===== config.mk =====
export PLATFORM = sky130hd
export DESIGN_NAME = uart_cmd_ctrl
export DESIGN_NICKNAME = d
export VERILOG_FILES = /design/src/rtl/uart_cmd_ctrl.sv
export SDC_FILE = /design/constraint.sdc
export NUM_CORES = 1
export LEC_CHECK = 0
export ABC_AREA = 1
export CAP_MARGIN = 5
export CORE_ASPECT_RATIO = 1.4
export CORE_UTILIZATION = 55
export CTS_CLUSTER_DIAMETER = 150
export DETAILED_ROUTE_END_ITERATION = 10
export PLACE_DENSITY_LB_ADDON = 0.05
export SLEW_MARGIN = 20
export SYNTH_ARGS = -nofsm -noshare
export SYNTH_HDL_FRONTEND = slang
export SYNTH_SLANG_ARGS = --single-unit

===== constraint.sdc =====
create_clock -name clk -period 3.1 [get_ports clk]
set_clock_uncertainty 0.1 [all_clocks]
set_input_delay 0.31 -clock clk [delete_from_list [all_inputs] [get_ports clk]]
set_output_delay 0.31 -clock clk [all_outputs]
set_load 0.02 [all_outputs]

===== src/rtl/uart_cmd_ctrl.sv =====
// UART command-frame decoder: SYNC, ADDR, DATA_HI, DATA_LO, CHK -> one register write.
// Address 0x00 additionally reconfigures the receiver word size when the value is legal.
//   state    | meaning
//   S_IDLE   | waiting for SYNC_BYTE, timer cleared
//   S_ADDR   | waiting for address byte
//   S_DHI    | waiting for data high byte
//   S_DLO    | waiting for data low byte
//   S_CHK    | waiting for checksum byte
//   S_COMMIT | write strobe cycle; behaves as IDLE for incoming bytes
module uart_cmd_ctrl #(
  parameter int          MAX_WORD_SIZE  = 8,
  parameter int          TIMEOUT_CYCLES = 1000,
  parameter logic [7:0]  SYNC_BYTE      = 8'hA5
) (
  input  logic                     clk,
  input  logic                     rst,
  input  logic [MAX_WORD_SIZE-1:0] rx_word,
  input  logic                     rx_done,
  output logic [5:0]               rx_bits,
  output logic [7:0]               reg_addr,
  output logic [15:0]              reg_data,
  output logic                     reg_we,
  output logic                     busy,
  output logic                     err_chk,
  output logic                     err_timeout
);

  localparam int CNT_W = (TIMEOUT_CYCLES > 2) ? $clog2(TIMEOUT_CYCLES) : 1;
  localparam logic [CNT_W-1:0] CNT_LAST = CNT_W'(TIMEOUT_CYCLES - 1);
  localparam logic [5:0] MAX_BITS = 6'(MAX_WORD_SIZE);

  typedef enum logic [2:0] {S_IDLE, S_ADDR, S_DHI, S_DLO, S_CHK, S_COMMIT} state_t;

  state_t           state_q, state_d;
  logic [CNT_W-1:0] cnt_q, cnt_d;
  logic [7:0]       addr_q, addr_d, dhi_q, dhi_d, dlo_q, dlo_d;
  logic [5:0]       rx_bits_q, rx_bits_d;
  logic [7:0]       reg_addr_q, reg_addr_d;
  logic [15:0]      reg_data_q, reg_data_d;
  logic             reg_we_q, reg_we_d, busy_q, busy_d;
  logic             err_chk_q, err_chk_d, err_to_q, err_to_d;

  logic [7:0] rx_byte;
  logic [7:0] sum;
  logic       cfg_ok;
  logic       unused_rx;

  // Only the low byte carries frame data; the upper word bits are deliberately ignored.
  assign unused_rx = ^rx_word;
  assign rx_byte   = rx_word[7:0];
  assign sum       = addr_q + dhi_q + dlo_q;
  assign cfg_ok    = (dlo_q[5:0] >= 6'd5) && (dlo_q[5:0] <= MAX_BITS);

  always_comb begin
    state_d    = state_q;
    cnt_d      = cnt_q;
    addr_d     = addr_q;
    dhi_d      = dhi_q;
    dlo_d      = dlo_q;
    rx_bits_d  = rx_bits_q;
    reg_addr_d = reg_addr_q;
    reg_data_d = reg_data_q;
    reg_we_d   = 1'b0;
    err_chk_d  = 1'b0;
    err_to_d   = 1'b0;

    case (state_q)
      S_IDLE, S_COMMIT: begin
        cnt_d   = '0;
        state_d = (rx_done && rx_byte == SYNC_BYTE) ? S_ADDR : S_IDLE;
      end
      default: begin
        if (rx_done) begin
          cnt_d = '0;
          case (state_q)
            S_ADDR: begin addr_d = rx_byte; state_d = S_DHI; end
            S_DHI:  begin dhi_d  = rx_byte; state_d = S_DLO; end
            S_DLO:  begin dlo_d  = rx_byte; state_d = S_CHK; end
            default: begin
              if (rx_byte == sum) begin
                state_d    = S_COMMIT;
                reg_we_d   = 1'b1;
                reg_addr_d = addr_q;
                reg_data_d = {dhi_q, dlo_q};
                if (addr_q == 8'h00) begin
                  if (cfg_ok) rx_bits_d = dlo_q[5:0];
                  else        err_chk_d = 1'b1;
                end
              end else begin
                state_d   = S_IDLE;
                err_chk_d = 1'b1;
              end
            end
          endcase
        end else if (cnt_q == CNT_LAST) begin
          cnt_d    = '0;
          state_d  = S_IDLE;
          err_to_d = 1'b1;
        end else begin
          cnt_d = cnt_q + 1'b1;
        end
      end
    endcase

    busy_d = (state_d != S_IDLE);
  end

  always_ff @(posedge clk or posedge rst) begin
    if (rst) begin
      state_q    <= S_IDLE;
      cnt_q      <= '0;
      addr_q     <= '0;
      dhi_q      <= '0;
      dlo_q      <= '0;
      rx_bits_q  <= 6'd8;
      reg_addr_q <= '0;
      reg_data_q <= '0;
      reg_we_q   <= 1'b0;
      busy_q     <= 1'b0;
      err_chk_q  <= 1'b0;
      err_to_q   <= 1'b0;
    end else begin
      state_q    <= state_d;
      cnt_q      <= cnt_d;
      addr_q     <= addr_d;
      dhi_q      <= dhi_d;
      dlo_q      <= dlo_d;
      rx_bits_q  <= rx_bits_d;
      reg_addr_q <= reg_addr_d;
      reg_data_q <= reg_data_d;
      reg_we_q   <= reg_we_d;
      busy_q     <= busy_d;
      err_chk_q  <= err_chk_d;
      err_to_q   <= err_to_d;
    end
  end

  assign rx_bits     = rx_bits_q;
  assign reg_addr    = reg_addr_q;
  assign reg_data    = reg_data_q;
  assign reg_we      = reg_we_q;
  assign busy        = busy_q;
  assign err_chk     = err_chk_q;
  assign err_timeout = err_to_q;

endmodule

### Word level (Yosys, flattened, before mapping)

Index checks and enable logic that the tools add are counted.

* register bits after elaboration: 71
* output and inout port bits: 34
* word-level logic and storage cells: 60

* $add $sub $neg: 3
* magnitude comparators: 2
* equality and inequality tests: 7
* mux-type cells: 22
* bitwise logic cells: 2
* reductions and logical operators: 12

Operators with widths (number)
* $mux 10: 3
* $add 8x8->8: 2
* $mux 1: 14
* $mux 3: 4
* $add 10x1->10 const B: 1
* $eq 10x10->1 const B: 1
* $pmux 3 s3: 1
* $reduce_and 3->1: 3
* $eq 8x8->1: 1
* $eq 8x8->1 const B: 1
* $logic_not 8->1: 1
* $eq 3x2->1 const B: 2
* $ge 6x3->1 const B: 1
* $le 6x4->1 const B: 1
* $reduce_and 6->1: 1
* $reduce_and 4->1: 1
* $eq 3x1->1 const B: 1
* $eq 3x3->1 const B: 1
* $logic_not 3->1: 1
* $reduce_bool 3->1: 1
* $reduce_or 3->1: 1
* $logic_and 1x1->1: 2
* $not 1->1: 2
* $reduce_or 2->1: 1

### Depth between registers and ports, before layout

* depth in word-level cells: 8
* depth in mapped cells: 16
* depth with buffers taken out: 16

### Worst setup path before layout

OpenSTA, ideal clock, no wires.

* kind: register to register
* start: reg addr_q[1]
* end: reg rx_bits_q[1] (netlist: rx_bits[1])
* setup time: 0.119 ns
* arrival: 2.539 ns
* required time: 2.881 ns
* setup slack: 0.342 ns
* cell stages (with the launch flop): 15
* buffers on the path: 0
* cells stage by stage: dfrtp_1 > fa_1 > ha_1 > fa_1 > nand2_1 > nand2_1 > nand3_1 > nor2_2 > nand4_1 > nor2_2 > nand2_4 > clkinv_8 > nand2_8 > nand2_1 > o21ai_2

* longest elaborated chain between the ends: 4

RTL lines
* start, declared: RTL line 36 `logic [7:0] addr_q, addr_d, dhi_q, dhi_d, dlo_q, dlo_d;`
* start signal, assigned: RTL line 125 `addr_q <= addr_d;`
* $add 8x8->8 (2 in a row): RTL line 51 `assign sum = addr_q + dhi_q + dlo_q;`
* $eq 8x8->1: RTL line 80 `if (rx_byte == sum) begin`
* $reduce_and 6->1 (no line) (*)
* end signal, assigned: RTL line 128 `rx_bits_q <= rx_bits_d;`
* end, declared: RTL line 37 `logic [5:0] rx_bits_q, rx_bits_d;`

Mark *: on every way between the ends. The rest lies on a longest branch, timed or not.
A chain may end at the register's enable or synchronous reset.

### Worst setup path in the final report

* start: reg addr_q[1]
* end: reg reg_data_q[4] (netlist: reg_data[4])

* longest elaborated chain between the ends: 4

RTL lines
* $add 8x8->8 (2 in a row): RTL line 51
* $eq 8x8->1: RTL line 80
* $reduce_and 4->1 (no line)
* end signal, assigned: RTL line 130 `reg_data_q <= reg_data_d;`
* end, declared: RTL line 39 `logic [15:0] reg_data_q, reg_data_d;`

No other way between the ends.

==> results.md <==
- Outcome: completed
- Crit Path Category: flop to flop
- Post-Route Utilization: between 70% and 80%
- Tmin final: slightly below 3 ns
- Iteration-0 DRC Markers: between 150 and 200
- Buf+Inv Stages, Crit Path: 2
- Crit path required time: about 3.3 ns
- CP startpoint kind: flop
- Yosys cell types: 34
- GR Overflow Total: 0
- Initial antenna violation count: 0
- CORE AREA: 6211 µm²
- Die Y: 97.14 µm
- Critical path fanouts, max: 31
- Layout cells sized above 1: 9.534%
- CP Data Arrival Time: 3.09 ns
- Worst slew pin tran: a little under 0.9 ns
- Max incr delay on CP: between 0.5 and 0.6 ns
- Vias in the first global route: approximately 2.7k
- HPWL Detailed: between 5 and 6 mm
- TritonRoute pass-1 iters: 4
- Synth Warn #: 0
- Row Count: 34
- Hold Violations, Final: 0
- Worst VDD drop: around 0.00044 V
- DRC errors left: 0
- MaxCap Viol Count: 0
- Register area share after synthesis: approximately 50%
- Nets: just under 500
- Wire per inst: ~14 µm
- CTS Sinks: slightly above 70
- CTS Buf Count: 9
- FMAX: roughly 0.34 GHz
- Routability-driven placement congestion ratio: between 0.9 and 1
- Leakage power total: ~2.2 nW
- #FFs+latches synth: just over 70
- Kind of end point of the critical path: flop
- Top-Level Pins: 45
- Pwr per Cell Area: roughly 640 nW/µm²
- Syn_area_per_cell: a little under 9 µm²
- Clock Path Buffers: 2
- Mapped Cells: roughly 410
- Most used cell, CP: nand2_1
- Tcrit/Tclk final: a little over nine tenths
- DIE WIDTH: roughly 70 µm
- Crit path max-delay family: adder cells
- Post-Syn Area: about 3600 µm²
- EDFF count, synth: 0
- Ys flop type: dfrtp_1
- Final setup viols: 0
- Clock Latency Late Sink: 0.36 ns
- Placed Area: 4088 µm²
- Die area: roughly 6800 µm²
- Clock root buffer: clkbuf_8
- CTS tree: built
- Tot GR Track Use: roughly 25%
- Initial Util: between 50% and 60%
- N_diodes: 0
- Post-Route WL: around 7.7 mm
- Reg clk slew, reported paths: around 0.070 ns
- Worst relative slew slack: 40.48%
- CP max-delay cell: fa_1
- I/O Buffers: 44
- Max Slew Vio Count: 0
- Hold Buf Count CTS: 0
- Largest net degree at the start of global routing: 44
- CP Cell Sequence: fa_1 > ha_2 > fa_2 > inv_1 > nand2_1 > nand2_1 > nand3_1 > nor2_2 > nand4_1 > nor2_2 > nand2_4 > buf_12 > nand2_1 > o21ai_2
- Vias: ~2.8k
- First-pass GRT wire length: ~13 mm
- Area Growth Syn to Fin: 23.43%
- Via density: between 5 and 6
- H-tree Lvls: 3
- Post-route ant nets: 0
- Hold crit path type: primary input to async pin
- Final instance area: about 4400 µm²
- Syn nets: approximately 440
- Post-synth ARST share: 100.0%
-- power breakdown --
| part | internal (mW) | total, mW | switching [mW] |
|---|---|---|---|
| combinational | 0.301 | 0.767 | 0.465 |
| sequential | 0.990 | 1.06 | 0.0703 |
| clock | 0.616 | 0.966 | 0.350 |
-- placed cells by master, fill, tap and decap left out, types with 9 or more instances in the layout --
cell             Yosys  layout
clkdlybuf4s50_1      0      44
clkbuf_8             0       9
dfrtp_1             70      70
a21oi_1             11      11
o21ai_2             11      11
nand2_1            138     138
nand3_1             17      17
o21ai_0             27      27
nor2_1              21      21
inv_1               53      52
-- area by class of cell --
cell class / instances / area, µm²
Clock buffer: 10 / 127.6
Clock inverter: 6 / 133.9
Fill cell: 521 / 1822
Inverter: 54 / 215.2
Multi-Input combinational cell: 279 / 1506
Sequential cell: 71 / 1778
Tap cell: 72 / 90.09
Timing Repair Buffer: 52 / 538.0
-- worst register-to-register path, stage by stage (launching register included) --
cell and delay (ns):
dfrtp_1 0.41, fa_1 0.57, ha_2 0.23, fa_2 0.45
inv_1 0.06, nand2_1 0.04, nand2_1 0.05, nand3_1 0.09
nor2_2 0.11, nand4_1 0.11, nor2_2 0.15, nand2_4 0.12
buf_12 0.19, nand2_1 0.10, o21ai_2 0.05
-- per-stage QoR --
stage                     cells  hold slack, ns   TNS, ns  total power [mW]  worst slack (ns)
after floorplan             411          0.3310         0             1.641            0.3421
after global placement      525          0.3558         0             1.808            0.2471
after detailed placement    525          0.3626         0             1.825            0.1654
after CTS                   541          0.2713         0             2.793            0.1102
after global routing        544          0.3211  -0.01226             2.972          -0.01226
final                       544          0.2545         0             2.792            0.1608
-- flip-flops by register name, indices dropped and copies added, names as in the netlist --
| signal | flops |
|---|---|
| addr_q | 8 |
| state_q | 3 |
| rx_bits | 6 |
| reg_addr | 8 |
| dlo_q | 8 |
| reg_we | 1 |
| cnt_q | 10 |
| busy | 1 |
| err_timeout | 1 |
| reg_data | 16 |
| dhi_q | 8 |
| err_chk | 1 |
-- logic make-up after synthesis --
kind of cell,after synthesis,share of synthesized area (%)
AOI/OAI and AO/OA,54,8.973
adders and majority gates,15,6.967
buffers and inverters,61,7.776
xor gates and xnor gates,8,1.971
and+or+nand+nor,202,24.31
DFF,71,50.00
-- synth_stat cells (2+ instances only) --
master	n	area (µm²)
o21ai_1	2	10.01
dfrtp_1	70	1752
nor3_1	6	30.03
clkbuf_1	3	11.26
xnor2_1	5	43.79
o21ai_0	27	135.1
fa_1	8	160.2
nor2_1	21	78.83
a21oi_1	11	55.05
o21ai_2	11	96.34
xor2_1	3	26.28
nand4_1	5	31.28
ha_1	7	87.58
nand2_1	138	518.0
buf_6	2	22.52
inv_1	53	198.9
nor4_1	5	31.28
nand3_1	17	85.08
nor2_2	2	12.51
-- worst paths after layout --
check	to	slack (ns)	cells after the start	startpoint
setup / recovery	reg_data[4]	0.16	14	addr_q[1]
hold / removal	reg_data[12]	0.25	2	rst
setup reg to reg	reg_data[4]	0.16	14	addr_q[1]
hold reg to reg	rx_bits[5]	0.38	2	rx_bits[5]
max in group asynchronous	rx_bits[3]	1.95	3	rst
min in group clk	rx_bits[5]	0.38	2	rx_bits[5]
-- routing by layer --
metal / wire [µm] / GRT usage (%) / up-vias
met4: 220 / 12.31 / 0
met3: 210 / 4.461 / 15
met1: 3339 / 31.19 / 1357
met5: 0 / 0 / -
met2: 3882 / 40.53 / 50
li1: - / - / 1410
-- repair_timing --
action	4_1_cts	5_1_grt
setup endpoints to repair	0	29
setup buffers	0	3
resized for setup	0	2
No activity file was read; power rests on OpenSTA's default activity.
